**src/rtl/arbiter_pkg.sv**
```systemverilog
`default_nettype none
// +--------------------------------------------------------------------+
// | arbiter_pkg                                                        |
// | Shared types and constants for the memory arbiter.                 |
// | Revision: 1.0                                                      |
// +--------------------------------------------------------------------+
package arbiter_pkg;

    typedef enum logic [1:0] {
        ST_IDLE    = 2'd0,
        ST_GRANT   = 2'd1,
        ST_RELEASE = 2'd2
    } arb_state_t;

    localparam int c_num_req   = 4;
    localparam int c_max_burst = 16;

    localparam int REQ_PE   = 0;
    localparam int REQ_SA3  = 1;
    localparam int REQ_SA2  = 2;
    localparam int REQ_DISP = 3;

endpackage
`default_nettype wire

```
**src/rtl/rr_pick.sv**
```systemverilog
`default_nettype none
// +--------------------------------------------------------------------+
// | rr_pick                                                            |
// | Round-robin winner select: first eligible index at or above ptr.   |
// | Revision: 1.0                                                      |
// +--------------------------------------------------------------------+
module rr_pick
    import arbiter_pkg::*;
#(
    parameter int NUM_REQ = c_num_req,
    parameter int IW      = (NUM_REQ > 1) ? $clog2(NUM_REQ) : 1
) (
    input  logic [NUM_REQ-1:0] eligible,
    input  logic [IW-1:0]      ptr,
    output logic [NUM_REQ-1:0] winner,
    output logic               valid
);

    always_comb begin
        int            w_k;
        logic [IW-1:0] w_idx;
        winner = '0;
        valid  = 1'b0;
        w_k    = 0;
        w_idx  = '0;
        for (int i = 0; i < NUM_REQ; i++) begin
            w_k   = (int'(ptr) + i) % NUM_REQ;
            w_idx = w_k[IW-1:0];
            if (!valid && eligible[w_idx]) begin
                winner[w_idx] = 1'b1;
                valid         = 1'b1;
            end
        end
    end

endmodule
`default_nettype wire

```
**src/rtl/mem_arbiter.sv**
```systemverilog
`default_nettype none
// +--------------------------------------------------------------------+
// | mem_arbiter                                                        |
// | Round-robin memory arbiter with burst limit and one-cycle release. |
// | Revision: 1.0                                                      |
// +--------------------------------------------------------------------+
module mem_arbiter
    import arbiter_pkg::*;
#(
    parameter int NUM_REQ   = c_num_req,
    parameter int MAX_BURST = c_max_burst,
    parameter int IW        = (NUM_REQ > 1) ? $clog2(NUM_REQ) : 1,
    parameter int BW        = $clog2(MAX_BURST + 1)
) (
    input  logic               clk,
    input  logic               rst_n,
    input  logic [NUM_REQ-1:0] req,
    input  logic [NUM_REQ-1:0] en,
    input  logic [NUM_REQ-1:0] done,
    output logic [NUM_REQ-1:0] gnt,
    output logic [IW-1:0]      owner,
    output logic               busy,
    output logic [BW-1:0]      burst_cnt,
    output logic               timeout
);

    localparam logic [BW-1:0] c_burst_last = BW'(MAX_BURST - 1);
    localparam logic [IW-1:0] c_last_idx   = IW'(NUM_REQ - 1);

    arb_state_t         r_state, w_state_nxt;
    logic [NUM_REQ-1:0] r_gnt, w_gnt_nxt;
    logic [IW-1:0]      r_owner, w_owner_nxt;
    logic [BW-1:0]      r_cnt, w_cnt_nxt;
    logic               r_timeout, w_timeout_nxt;
    logic [IW-1:0]      r_ptr, w_ptr_nxt;

    logic [NUM_REQ-1:0] w_elig;
    logic [NUM_REQ-1:0] w_win;
    logic               w_valid;
    logic [IW-1:0]      w_win_idx;
    logic               w_cap;
    logic               w_stop;

    assign w_elig = req & en;

    rr_pick #(
        .NUM_REQ (NUM_REQ),
        .IW      (IW)
    ) u_pick (
        .eligible (w_elig),
        .ptr      (r_ptr),
        .winner   (w_win),
        .valid    (w_valid)
    );

    always_comb begin
        w_win_idx = '0;
        for (int i = 0; i < NUM_REQ; i++) begin
            if (w_win[i]) w_win_idx = IW'(i);
        end
    end

    // Only the owner's bits matter; everyone else is ignored mid-grant.
    assign w_cap  = (r_cnt == c_burst_last);
    assign w_stop = done[r_owner] | ~req[r_owner] | ~en[r_owner];

    always_ff @(posedge clk or negedge rst_n) begin
        if (!rst_n) begin
            r_state   <= ST_IDLE;
            r_gnt     <= '0;
            r_owner   <= '0;
            r_cnt     <= '0;
            r_timeout <= 1'b0;
            r_ptr     <= '0;
        end else begin
            r_state   <= w_state_nxt;
            r_gnt     <= w_gnt_nxt;
            r_owner   <= w_owner_nxt;
            r_cnt     <= w_cnt_nxt;
            r_timeout <= w_timeout_nxt;
            r_ptr     <= w_ptr_nxt;
        end
    end

    always_comb begin
        w_state_nxt   = r_state;
        w_gnt_nxt     = r_gnt;
        w_owner_nxt   = r_owner;
        w_cnt_nxt     = r_cnt;
        w_timeout_nxt = 1'b0;
        w_ptr_nxt     = r_ptr;
        case (r_state)
            ST_GRANT: begin
                if (w_cap || w_stop) begin
                    w_state_nxt   = ST_RELEASE;
                    w_gnt_nxt     = '0;
                    w_owner_nxt   = '0;
                    w_cnt_nxt     = '0;
                    // A coincident done/drop counts as a normal release.
                    w_timeout_nxt = w_cap & ~w_stop;
                    w_ptr_nxt     = (r_owner == c_last_idx) ? '0 : r_owner + 1'b1;
                end else begin
                    w_cnt_nxt = r_cnt + 1'b1;
                end
            end
            default: begin
                w_cnt_nxt = '0;
                if (w_valid) begin
                    w_state_nxt = ST_GRANT;
                    w_gnt_nxt   = w_win;
                    w_owner_nxt = w_win_idx;
                end else begin
                    w_state_nxt = ST_IDLE;
                    w_gnt_nxt   = '0;
                    w_owner_nxt = '0;
                end
            end
        endcase
    end

    assign gnt       = r_gnt;
    assign owner     = r_owner;
    assign busy      = |r_gnt;
    assign burst_cnt = r_cnt;
    assign timeout   = r_timeout;

endmodule
`default_nettype wire

```
**config.mk**
```make
export PLATFORM = sky130hd
export DESIGN_NAME = mem_arbiter
export DESIGN_NICKNAME = d
export VERILOG_FILES = /design/src/rtl/arbiter_pkg.sv /design/src/rtl/rr_pick.sv /design/src/rtl/mem_arbiter.sv
export SDC_FILE = /design/constraint.sdc
export NUM_CORES = 1
export LEC_CHECK = 0
export BUFFER_PORTS_ARGS = -buffer_cell sky130_fd_sc_hd__clkbuf_2
export CAP_MARGIN = 20
export CORE_UTILIZATION = 52
export DETAILED_ROUTE_END_ITERATION = 8
export PLACE_DENSITY = 0.78
export SETUP_SLACK_MARGIN = 0.15
export SLEW_MARGIN = 20
export SYNTH_ARGS = -nofsm -noshare
export SYNTH_HDL_FRONTEND = slang
export SYNTH_SLANG_ARGS = --single-unit
```
**constraint.sdc**
```tcl
create_clock -name clk -period 2.9 [get_ports clk]
set_input_delay 0.145 -clock clk [delete_from_list [all_inputs] [get_ports clk]]
set_output_delay 0.145 -clock clk [all_outputs]
set_load 0.02 [all_outputs]
```
Yosys cells after proc, flatten, opt, wreduce, memory -nomap -nowiden. Index checks and enable logic that the tools add are counted.

Input bits: 14. Register bits: 16. Output and inout bits: 13. Word-level logic and storage cells: 94.

Bitwise operators: 10. Add/subtract/negate cells: 5. Reductions and logical operators: 13. $lt $le $gt $ge: 9. Muxes and demuxes: 47. Eq/ne operators: 4.

Operators with widths (number): 2-to-1 mux 4 bit (7); 2-to-1 mux 1 bit (19); 2-to-1 mux 2 bit (8); less-than comparator 2 x 3 -> 1 bit (second input constant) (5); binary-select mux 1 bit (select 2 bit) (7); OR 4 bit (3); 2-to-1 mux 5 bit (2); demux 1 bit (select 2 bit) (4); greater-or-equal comparator 2 x 1 -> 1 bit (second input constant) (4); logical AND 1 bit (7); adder 5 x 1 -> 5 bit (second input constant) (1); == test 5 x 4 -> 1 bit (second input constant) (1); adder 2 x 1 -> 2 bit (second input constant) (2); adder 2 bit (second input constant) (2); AND 4 bit (1); OR reduction 4 bit (1); zero test 1 bit (3); inverter 1 bit (3); == test 2 x 1 -> 1 bit (second input constant) (1); == test 2 bit (second input constant) (1); inequality test 2 bit (second input constant) (1); OR 1 bit (2); AND reduction 2 bit (1); AND 1 bit (1); logical OR 1 bit (1).

Longest topological paths before layout. Gate-level depths: netlist (run 1).

Depth after elaboration: 18. Depth in mapped cells: 8. Gate-level depth less buffers: 8.

Modules after synthesis. A second synthesis (run 1) with hierarchy kept.

Cells, all modules: 125. Area, all modules: 1291.2 um2.

Modules (own cells, without submodules): mem_arbiter (instances 1, area each 797.0 um2, seq. area each 400.4 um2, cells an instance 63); rr_pick (instances 1, area each 494.2 um2, seq. area each 0.0 um2, cells an instance 62).

Worst setup path before layout (run 1). OpenSTA, ideal clock, no wires.

Path kind: register to register. Start: register r_ptr[0]. End: register r_owner[0] (netlist: owner[0]). Path buffers: 0. Period minus slack after synthesis: 2.440 ns. Arrival time: 2.314 ns. Stages on the path, launching flop included: 8. Slack: 0.460 ns. Cells stage by stage: dfrtp_1 -> inv_1 -> ha_1 -> or3_4 -> a2111oi_4 -> a221o_1 -> a221oi_2 -> a221o_1.

Word-level cells in the longest chain between the ends: 17.

Ends and longest elaborated chain: start, declared (RTL line mem_arbiter.sv:35) `logic [IW-1:0] r_ptr, w_ptr_nxt;`; start signal, assigned (RTL line mem_arbiter.sv:81) `r_ptr <= w_ptr_nxt;`; branches (longest 15 deep; another with less-than comparator 2 x 3 -> 1 bit); 2-to-1 mux 2 bit (*) (RTL line mem_arbiter.sv:108) `if (w_valid) begin`; 2-to-1 mux 2 bit (*) (RTL line mem_arbiter.sv:92) `case (r_state)`; end signal, assigned (RTL line mem_arbiter.sv:78) `r_owner <= w_owner_nxt;`; end, declared (RTL line mem_arbiter.sv:32) `logic [IW-1:0] r_owner, w_owner_nxt;`.

Mark *: on every way between the ends. The select of a mux whose other input is x is not followed. A chain may end at the register's enable or synchronous reset.

Worst setup path in the final report (run 1).
Start: register r_ptr[1]. End: register r_owner[0] (netlist: owner[0]).

Same word-level chain as after synthesis.

==> impl_metrics.env, run 1 <==
export IMPL_status="finished, final reports clean"
export IMPL_hold_path_class="in2reg"
export IMPL_grt_max_degree=17
export IMPL_syn_nets=129
export IMPL_track_usage_pct=23.9
export IMPL_synth_ff_latch_count=16
export IMPL_drive_gt1_share_pct=31.9
export IMPL_vias_per_cell=5.85
export IMPL_clock_latency_ps=290
export IMPL_worstMarginPinSlew_ps=423
export IMPL_synthCells=104
export IMPL_io_pins=27
export IMPL_clk_pin_slew_ps=90
export IMPL_worstHoldEndpoint="timeout$_DFF_PN0_"
export IMPL_cp_arrival_ps=2700
export IMPL_synth_edf_count=0
export IMPL_cts_root_buf="clkbuf_4"
export IMPL_port_buffers=26
export IMPL_p_leak_uw=0.000666
export IMPL_path_buf_inv=1
export IMPL_hold_violations=0
export IMPL_maxSlewViolCount=0
export IMPL_worst_hold_slack_ps=274
export IMPL_crit_top_cell="a221o_1"
export IMPL_crit_required_ps=3080
export IMPL_grt_pass1_wl_um=3660
export IMPL_cp_end_kind="flop"
export IMPL_core_area_sq_um=1960
export IMPL_regToRegSetupSlack_ps=380
export IMPL_syn_avg_cell_area_sq_um=10.5
export IMPL_drt_iter0_markers=35
export IMPL_cts_sinks=16
export IMPL_cp_max_fo=8
export IMPL_crit_path_top_delay_cell="dfrtp_1"
export IMPL_synth_ff_type="dfrtp_1"
export IMPL_cts_buffers_inserted=3
export IMPL_wl_um=2390
export IMPL_rsz0062_at_grt="false"
export IMPL_ff2ff_path_depth=7
export IMPL_start_kind="flop"
export IMPL_synthToLayoutAreaGrowth_pct=19.6
export IMPL_max_stage_delay_ps=540
export IMPL_postSynth_asyncResetShare_pct=100
export IMPL_synthSimpleGateAreaFrac_pct=21.5
export IMPL_max_freq_mhz=397
export IMPL_period_share_pct=86.9
export IMPL_irDropWorstVdd_mv=0.912
export IMPL_die_width_um=47.8
export IMPL_fillCellCount=160
export IMPL_rr_startpoint="r_ptr[1]$_DFFE_PN0P_"
export IMPL_skew_ps=8.03
export IMPL_vias=947
export IMPL_yosys_area_share_adder_pct=12.6
export IMPL_path_cells="inv_2 > ha_1 > or3_4 > a2111oi_4 > a221o_1 > a221oi_2 > a221o_1"
export IMPL_dp_hpwl_um=1770
export IMPL_drc_errors=0
export IMPL_synth_top_family_by_area="simple AND/OR/NAND/NOR gates"
export IMPL_die_height_um=47.8
export IMPL_dieArea_sq_um=2280
export IMPL_setup_viol=0
export IMPL_htreeDepth=1
export IMPL_globalRouteOverflowTotal=0
export IMPL_power_density_nw_per_um2=878
export IMPL_hp_start="done[1]"
export IMPL_antenna_found_initial=0
export IMPL_ys_warn_count=0
export IMPL_r2r_end="owner[0]$_DFFE_PN0P_"
export IMPL_start_util_pct=55.5
export IMPL_post_cts_buffers=0
export IMPL_postRouteAntennaNets=0
export IMPL_gp_congestion=0.924
export IMPL_finalSetupTns_ps=0
export IMPL_synth_cell_type_count=39
export IMPL_cts_tree="built"
export IMPL_dr_pass1_iters=4
export IMPL_critPathTopFamily="compound AO/OA/AOI/OAI gates"
export IMPL_grt_pass1_vias=795
export IMPL_hold_path_cell_count=4
export IMPL_period_needed_ps=2520
export IMPL_nets=161
export IMPL_cts_path_max_buffers=2
export IMPL_synth_compound_area_share_pct=20.7
export IMPL_diodes=0
export IMPL_critPathKind="reg2reg"
export IMPL_muxShareOfSynthArea_pct=5.17
export IMPL_routedWlPerCell_um=14.8
export IMPL_slew_headroom_pct=71.8
export IMPL_instances_no_fill=162
export IMPL_yosysSeqAreaShare_pct=36.7
export IMPL_synth_xor_area_share_pct=1.61
export IMPL_syn_area_sq_um=1090
export IMPL_cap_violations=0
export IMPL_dp_cells=157
export IMPL_num_rows=16
state kept, by name (all words and copies together) (netlist names):
name / cells
r_state: 2
burst_cnt: 5
gnt: 4
timeout: 1
r_ptr: 2
owner: 2
layer usage:
metal  track usage, %  wire length, um  up-vias
met5                0                0        -
met4             6.67               26        0
met3             6.79              145        4
met2             34.1             1070       36
met1             35.3             1150      446
li1                 -                -      461
metrics by stage:
step           total power, uW  cell area [sq um]  utilization (%)  worst slack (ps)
6_report                  1150               1300             66.5               380
5_1_grt                   1230               1300             66.5               246
4_1_cts                   1140               1300             66.5               397
3_5_place_dp               990               1260             64.1               400
3_3_place_gp               976               1260             64.1               505
2_1_floorplan              817               1090                -               460
power by group:
group	total [uW]	internal (uW)	switching [uW]
clock	147	76.5	70.0
sequential	361	287	73.9
combinational	638	270	368
total	1150	634	512
synth_stat cells (3+ instances only):
cell type | number | area share, %
inv_1 | 3 | 1.0
a21o_1 | 3 | 2.1
nor2_1 | 8 | 2.8
and2_4 | 3 | 2.4
dfrtp_1 | 16 | 37
nand2_1 | 9 | 3.1
nand3_1 | 8 | 3.7
and3_1 | 3 | 1.7
a221o_1 | 3 | 2.8
ha_1 | 11 | 13
layout make-up:
class / instances / area, sq um / area share, %
timing repair buffer: 28 / 148 / 11.3
tap: 27 / 33.8 / 2.59
sequential: 16 / 400 / 30.7
clock buffer: 4 / 36.3 / 2.78
multi-input combinational: 83 / 671 / 51.4
inverter: 4 / 15.0 / 1.15
cells by family (layout without fill, tap and decap cells):
logic type               Yosys count  count (layout)
buffers and inverters              5              36
multiplexers                       3               3
AO/OA/AOI/OAI                     24              24
AND/OR/NAND/NOR                   43              43
adder cells (fa/ha/maj)           11              11
XOR/XNOR                           2               2
flip-flops                        16              16
worst reg2reg max path: stages (launching register included):
cell,delay (ps)
dfrtp_1,540
inv_2,140
ha_1,360
or3_4,420
a2111oi_4,390
a221o_1,220
a221oi_2,50
a221o_1,300
repair_timing:
item,in CTS,in global routing
resized for setup,0,0
hold buffers,1,0
hold endpoints to repair,16,0
placed cells by master, fill, tap and decap left out, types with 3 or more instances in the layout:
| cell | count |
|---|---|
| a21o_1 | 3 |
| a221o_1 | 3 |
| and2_4 | 3 |
| and3_1 | 3 |
| clkbuf_2 | 26 |
| clkbuf_4 | 3 |
| dfrtp_1 | 16 |
| ha_1 | 11 |
| inv_1 | 3 |
| nand2_1 | 9 |
| nand3_1 | 8 |
| nor2_1 | 8 |
worst max path at each step:
stage | start | to | cells after the start
finish | r_ptr[1]$_DFFE_PN0P_ | owner[0]$_DFFE_PN0P_ | 7
detailed placement | r_ptr[0]$_DFFE_PN0P_ | owner[0]$_DFFE_PN0P_ | 7
floorplan | r_ptr[0]$_DFFE_PN0P_ | owner[0]$_DFFE_PN0P_ | 7
global placement | r_ptr[0]$_DFFE_PN0P_ | owner[0]$_DFFE_PN0P_ | 7
global route | r_ptr[1]$_DFFE_PN0P_ | owner[0]$_DFFE_PN0P_ | 8
CTS | r_ptr[0]$_DFFE_PN0P_ | owner[0]$_DFFE_PN0P_ | 7
Power figures use the tool's default switching activity.
==> run 2, diff against run 1 <==
--- a/config.mk
+++ b/config.mk
@@ -10,6 +10,7 @@
 export CORE_UTILIZATION = 52
 export DETAILED_ROUTE_END_ITERATION = 8
 export PLACE_DENSITY = 0.78
+export RECOVER_POWER = 25
 export SETUP_SLACK_MARGIN = 0.15
 export SLEW_MARGIN = 20
 export SYNTH_ARGS = -nofsm -noshare
==> impl_metrics.env, run 2 (synthesis gave the netlist of run 1 again) <==
export IMPL_routedWlPerCell_um=14.7
export IMPL_maxSlewViolCount=0
export IMPL_irDropWorstVdd_mv=0.912
export IMPL_cap_violations=0
export IMPL_setup_viol=0
export IMPL_io_pins=27
export IMPL_period_needed_ps=2520
export IMPL_cp_max_fo=8
export IMPL_synthToLayoutAreaGrowth_pct=19.5
export IMPL_cts_buffers_inserted=3
export IMPL_crit_required_ps=3080
export IMPL_fillCellCount=160
export IMPL_nets=161
export IMPL_p_comb_share_pct=55.7
export IMPL_hold_buffers=1
export IMPL_p_leak_uw=0.000663
export IMPL_start_util_pct=55.5
export IMPL_cts_sinks=16
export IMPL_drt_iter0_markers=35
export IMPL_dr_pass1_iters=4
export IMPL_grt_pass1_vias=795
export IMPL_multiInputGateArea_sq_um=671
export IMPL_final_cell_mix="25 x clkbuf_2, 16 x dfrtp_1, 11 x ha_1, 9 x nand2_1"
export IMPL_dieArea_sq_um=2280
export IMPL_worstMarginPinSlew_ps=824
export IMPL_max_freq_mhz=397
export IMPL_hold_violations=0
export IMPL_drc_errors=0
export IMPL_grt_pass1_wl_um=3660
export IMPL_track_usage_pct=23.9
export IMPL_critPathKind="reg2reg"
export IMPL_post_cts_buffers=0
export IMPL_globalRouteOverflowTotal=0
export IMPL_dp_hpwl_um=1770
export IMPL_path_cells="inv_2 > ha_1 > or3_4 > a2111oi_4 > a221o_1 > a221oi_2 > a221o_1"
export IMPL_postRouteAntennaNets=0
export IMPL_cp_arrival_ps=2700
export IMPL_die_width_um=47.8
export IMPL_wl_um=2380
export IMPL_diodes=0
export IMPL_grt_max_degree=17
export IMPL_switching_share_pct=44.7
export IMPL_slew_headroom_pct=45.1
export IMPL_die_height_um=47.8
export IMPL_gp_congestion=0.924
export IMPL_cp_end_kind="flop"
export IMPL_pwr_share_clk_pct=12.8
export IMPL_skew_ps=8.03
export IMPL_clk_pin_slew_ps=90
export IMPL_max_stage_delay_ps=540
export IMPL_drive_gt1_share_pct=31.1
export IMPL_start_kind="flop"
export IMPL_core_area_sq_um=1960
export IMPL_antenna_found_initial=0
export IMPL_period_share_pct=86.9
export IMPL_cts_root_buf="clkbuf_4"
export IMPL_design_power_total_uw=1150
export IMPL_num_rows=16
export IMPL_vias_per_cell=5.86
export IMPL_power_density_nw_per_um2=879
export IMPL_status="finished, final reports clean"
export IMPL_htreeDepth=1
export IMPL_hold_path_class="in2reg"
export IMPL_rsz0062_at_grt="false"
export IMPL_finalSetupTns_ps=0
export IMPL_p_int_uw=634
export IMPL_clock_latency_ps=290
export IMPL_cts_resized=0
export IMPL_regArea_sq_um=400
export IMPL_crit_top_cell="a221o_1"
export IMPL_p_switching_uw=511
export IMPL_crit_path_top_delay_cell="dfrtp_1"
export IMPL_cts_tree="built"
export IMPL_largest_register_ffs=5
export IMPL_vias=950
export IMPL_final_common_cell="clkbuf_2"
export IMPL_cts_path_max_buffers=2
export IMPL_seqPwrFrac_pct=31.5
export IMPL_port_buffers=26
==> run 2: per-layer routing <==
layer | GRT usage [%] | share of wire (%) | up-vias
met5 | 0 | 0 | -
met4 | 6.67 | 1.1 | 0
met3 | 6.79 | 6.2 | 4
met2 | 34.1 | 45 | 36
met1 | 35.3 | 48 | 449
li1 | - | - | 461
==> run 2: cell type report <==
class	instances	share of cell area [%]
Clock buffer	4	2.79
Inverter	4	1.15
Multi-Input combinational cell	83	51.5
Sequential cell	16	30.7
Tap cell	27	2.59
Timing Repair Buffer	28	11.2
==> run 2: final timing paths <==
| check | from | to | slack (ps) | cells after the start |
|---|---|---|---|---|
| max in group asynchronous | rst_n | gnt[1]$_DFFE_PN0P_ | 1900 | 2 |
| min | done[1] | timeout$_DFF_PN0_ | 270 | 4 |
| min in group asynchronous | rst_n | timeout$_DFF_PN0_ | 480 | 2 |
| min reg2reg | burst_cnt[0]$_DFF_PN0_ | burst_cnt[0]$_DFF_PN0_ | 490 | 1 |
| max | r_ptr[1]$_DFFE_PN0P_ | owner[0]$_DFFE_PN0P_ | 380 | 7 |
| max reg2reg | r_ptr[1]$_DFFE_PN0P_ | owner[0]$_DFFE_PN0P_ | 380 | 7 |
==> run 2: power by group through the flow <==
stage	Sequential [uW]	Combinational, uW	Clock [uW]
floorplan	393	424	0
global route	373	699	161
detailed placement	364	626	0
CTS	359	634	150
finish	361	637	147
global placement	356	620	0
==> run 2: critical path: cells and delay by family (launching register included) <==
family,cells,cell delay [ps]
AOI/OAI and AO/OA,4,960
adders and majority gates,1,360
buffers and inverters,1,140
DFF,1,540
and+or+nand+nor,1,420
==> run 2: per-stage QoR <==
step                setup slack [ps]  util, %  cells  hold slack [ps]  area (sq um)
floorplan                        460        -    104             -151          1090
global placement                 505     64.1    157             78.6          1260
detailed placement               400     64.1    157             83.4          1260
CTS                              397     66.5    162              272          1300
global route                     246     66.4    162              313          1300
finish                           380     66.4    162              274          1300
==> run 3, diff against run 2 <==
--- a/config.mk
+++ b/config.mk
@@ -5,8 +5,10 @@
 export SDC_FILE = /design/constraint.sdc
 export NUM_CORES = 1
 export LEC_CHECK = 0
+export ABC_CLOCK_PERIOD_IN_PS = 2900
 export BUFFER_PORTS_ARGS = -buffer_cell sky130_fd_sc_hd__clkbuf_2
 export CAP_MARGIN = 20
+export CORE_MARGIN = 2
 export CORE_UTILIZATION = 52
 export DETAILED_ROUTE_END_ITERATION = 8
 export PLACE_DENSITY = 0.78
==> impl_metrics.env, run 3 (synthesis gave the netlist of run 1 again) <==
export IMPL_status="finished, final reports clean"
export IMPL_setup_viol=0
export IMPL_grt_max_degree=17
export IMPL_worstHoldEndpoint="timeout$_DFF_PN0_"
export IMPL_dr_pass1_iters=4
export IMPL_die_height_um=49.8
export IMPL_dp_hpwl_um=1840
export IMPL_antenna_found_initial=0
export IMPL_r2r_end="owner[0]$_DFFE_PN0P_"
export IMPL_num_rows=16
export IMPL_cp_arrival_ps=2660
export IMPL_regToRegSetupSlack_ps=420
export IMPL_p_leak_uw=0.000663
export IMPL_ff2ff_path_depth=7
export IMPL_maxSlewViolCount=0
export IMPL_period_share_pct=85.6
export IMPL_cts_path_max_buffers=2
export IMPL_skew_ps=6.02
export IMPL_cts_buffers_inserted=3
export IMPL_slew_headroom_pct=45.7
export IMPL_drc_errors=0
export IMPL_cp_max_fo=8
export IMPL_post_cts_buffers=0
export IMPL_drive_gt1_share_pct=31.1
export IMPL_grt_pass1_wl_um=4250
export IMPL_routedWlPerCell_um=14.9
export IMPL_globalRouteOverflowTotal=0
export IMPL_grt_pass1_vias=944
export IMPL_vias=958
export IMPL_port_buffers=26
export IMPL_rr_startpoint="r_ptr[0]$_DFFE_PN0P_"
export IMPL_met1_length_um=1080
export IMPL_cp_end_kind="flop"
export IMPL_crit_required_ps=3070
export IMPL_rsz0062_at_grt="false"
export IMPL_clk_pin_slew_ps=100
export IMPL_post_route_util_pct=66.4
export IMPL_io_pins=27
export IMPL_track_usage_pct=22.3
export IMPL_irDropWorstVdd_mv=0.826
export IMPL_gp_congestion=0.921
export IMPL_hold_path_class="in2reg"
export IMPL_largest_register_ffs=5
export IMPL_dieArea_sq_um=2480
export IMPL_drt_iter0_markers=18
export IMPL_wl_um=2420
export IMPL_cts_tree="built"
export IMPL_top_layer="met3"
export IMPL_max_freq_mhz=403
export IMPL_critPathKind="reg2reg"
export IMPL_die_width_um=49.8
export IMPL_fillCellCount=166
export IMPL_route_met3_wl_um=220
export IMPL_hp_start="done[1]"
export IMPL_final_common_cell="clkbuf_2"
export IMPL_start_kind="flop"
export IMPL_wl_met2_um=1120
export IMPL_htreeDepth=1
export IMPL_core_area_sq_um=1960
export IMPL_clock_latency_ps=290
export IMPL_postRouteAntennaNets=0
export IMPL_synthToLayoutAreaGrowth_pct=19.5
export IMPL_nets=161
export IMPL_power_density_nw_per_um2=887
export IMPL_start_util_pct=55.5
export IMPL_worstMarginPinSlew_ps=815
export IMPL_diodes=0
export IMPL_vias_per_cell=5.91
export IMPL_hold_violations=0
export IMPL_final_cell_mix="25 x clkbuf_2, 16 x dfrtp_1, 11 x ha_1, 9 x nand2_1"
export IMPL_cap_violations=0
export IMPL_hold_path_cell_count=4
export IMPL_cts_sinks=16
export IMPL_period_needed_ps=2480
export IMPL_finalSetupTns_ps=0
export IMPL_cts_root_buf="clkbuf_4"
## run 3: worst max-delay path by stage
stage               slack, ps              endpoint                 start
floorplan                 460  owner[0]$_DFFE_PN0P_  r_ptr[0]$_DFFE_PN0P_
global placement          500  owner[0]$_DFFE_PN0P_  r_ptr[0]$_DFFE_PN0P_
detailed placement        430  owner[0]$_DFFE_PN0P_  r_ptr[0]$_DFFE_PN0P_
CTS                       430  owner[0]$_DFFE_PN0P_  r_ptr[0]$_DFFE_PN0P_
global route              300  owner[0]$_DFFE_PN0P_  r_ptr[0]$_DFFE_PN0P_
finish                    420  owner[0]$_DFFE_PN0P_  r_ptr[0]$_DFFE_PN0P_
## run 3: routing by layer
layer,vias up,track usage (%)
li1,457,-
met1,461,32.3
met2,40,34.2
met3,0,6.67
met4,0,1.85
met5,-,0
## run 3: power by group
group	leakage (uW)	switching (uW)	internal, uW
Clock	0.0000210	70.4	76.5
Sequential	0.000213	72.7	287
Combinational	0.000428	378	271
Total	0.000663	521	635
## run 3: timing repair
item / CTS / global route
setup endpoints to repair: 0 / 0
resized for setup: 0 / 0
hold buffers: 1 / 0
hold endpoints to repair: 16 / 0
## run 3: metrics by stage
stage | cells | instance area [sq um] | setup slack, ps | total power (uW) | hold WS [ps]
floorplan | 104 | 1090 | 460 | 817 | -151
finish | 162 | 1300 | 418 | 1160 | 276
global route | 162 | 1300 | 302 | 1250 | 351
global placement | 157 | 1260 | 500 | 977 | 78.5
detailed placement | 157 | 1260 | 434 | 997 | 81.8
CTS | 162 | 1300 | 427 | 1150 | 277
## run 3: layout make-up
class	instances	area [sq um]	share of cell area (%)
clock buffer	4	36.3	2.79
inverter	4	15.0	1.15
multi-input combinational	83	671	51.5
sequential	16	400	30.7
tap	27	33.8	2.59
timing repair buffer	28	146	11.2
## run 3: critical path, cell delays in order, from the launching register on
cell       delay, ps
dfrtp_1          530
inv_1            110
ha_1             360
or3_4            410
a2111oi_4        380
a221o_1          210
a221oi_2          50
a221o_1          300
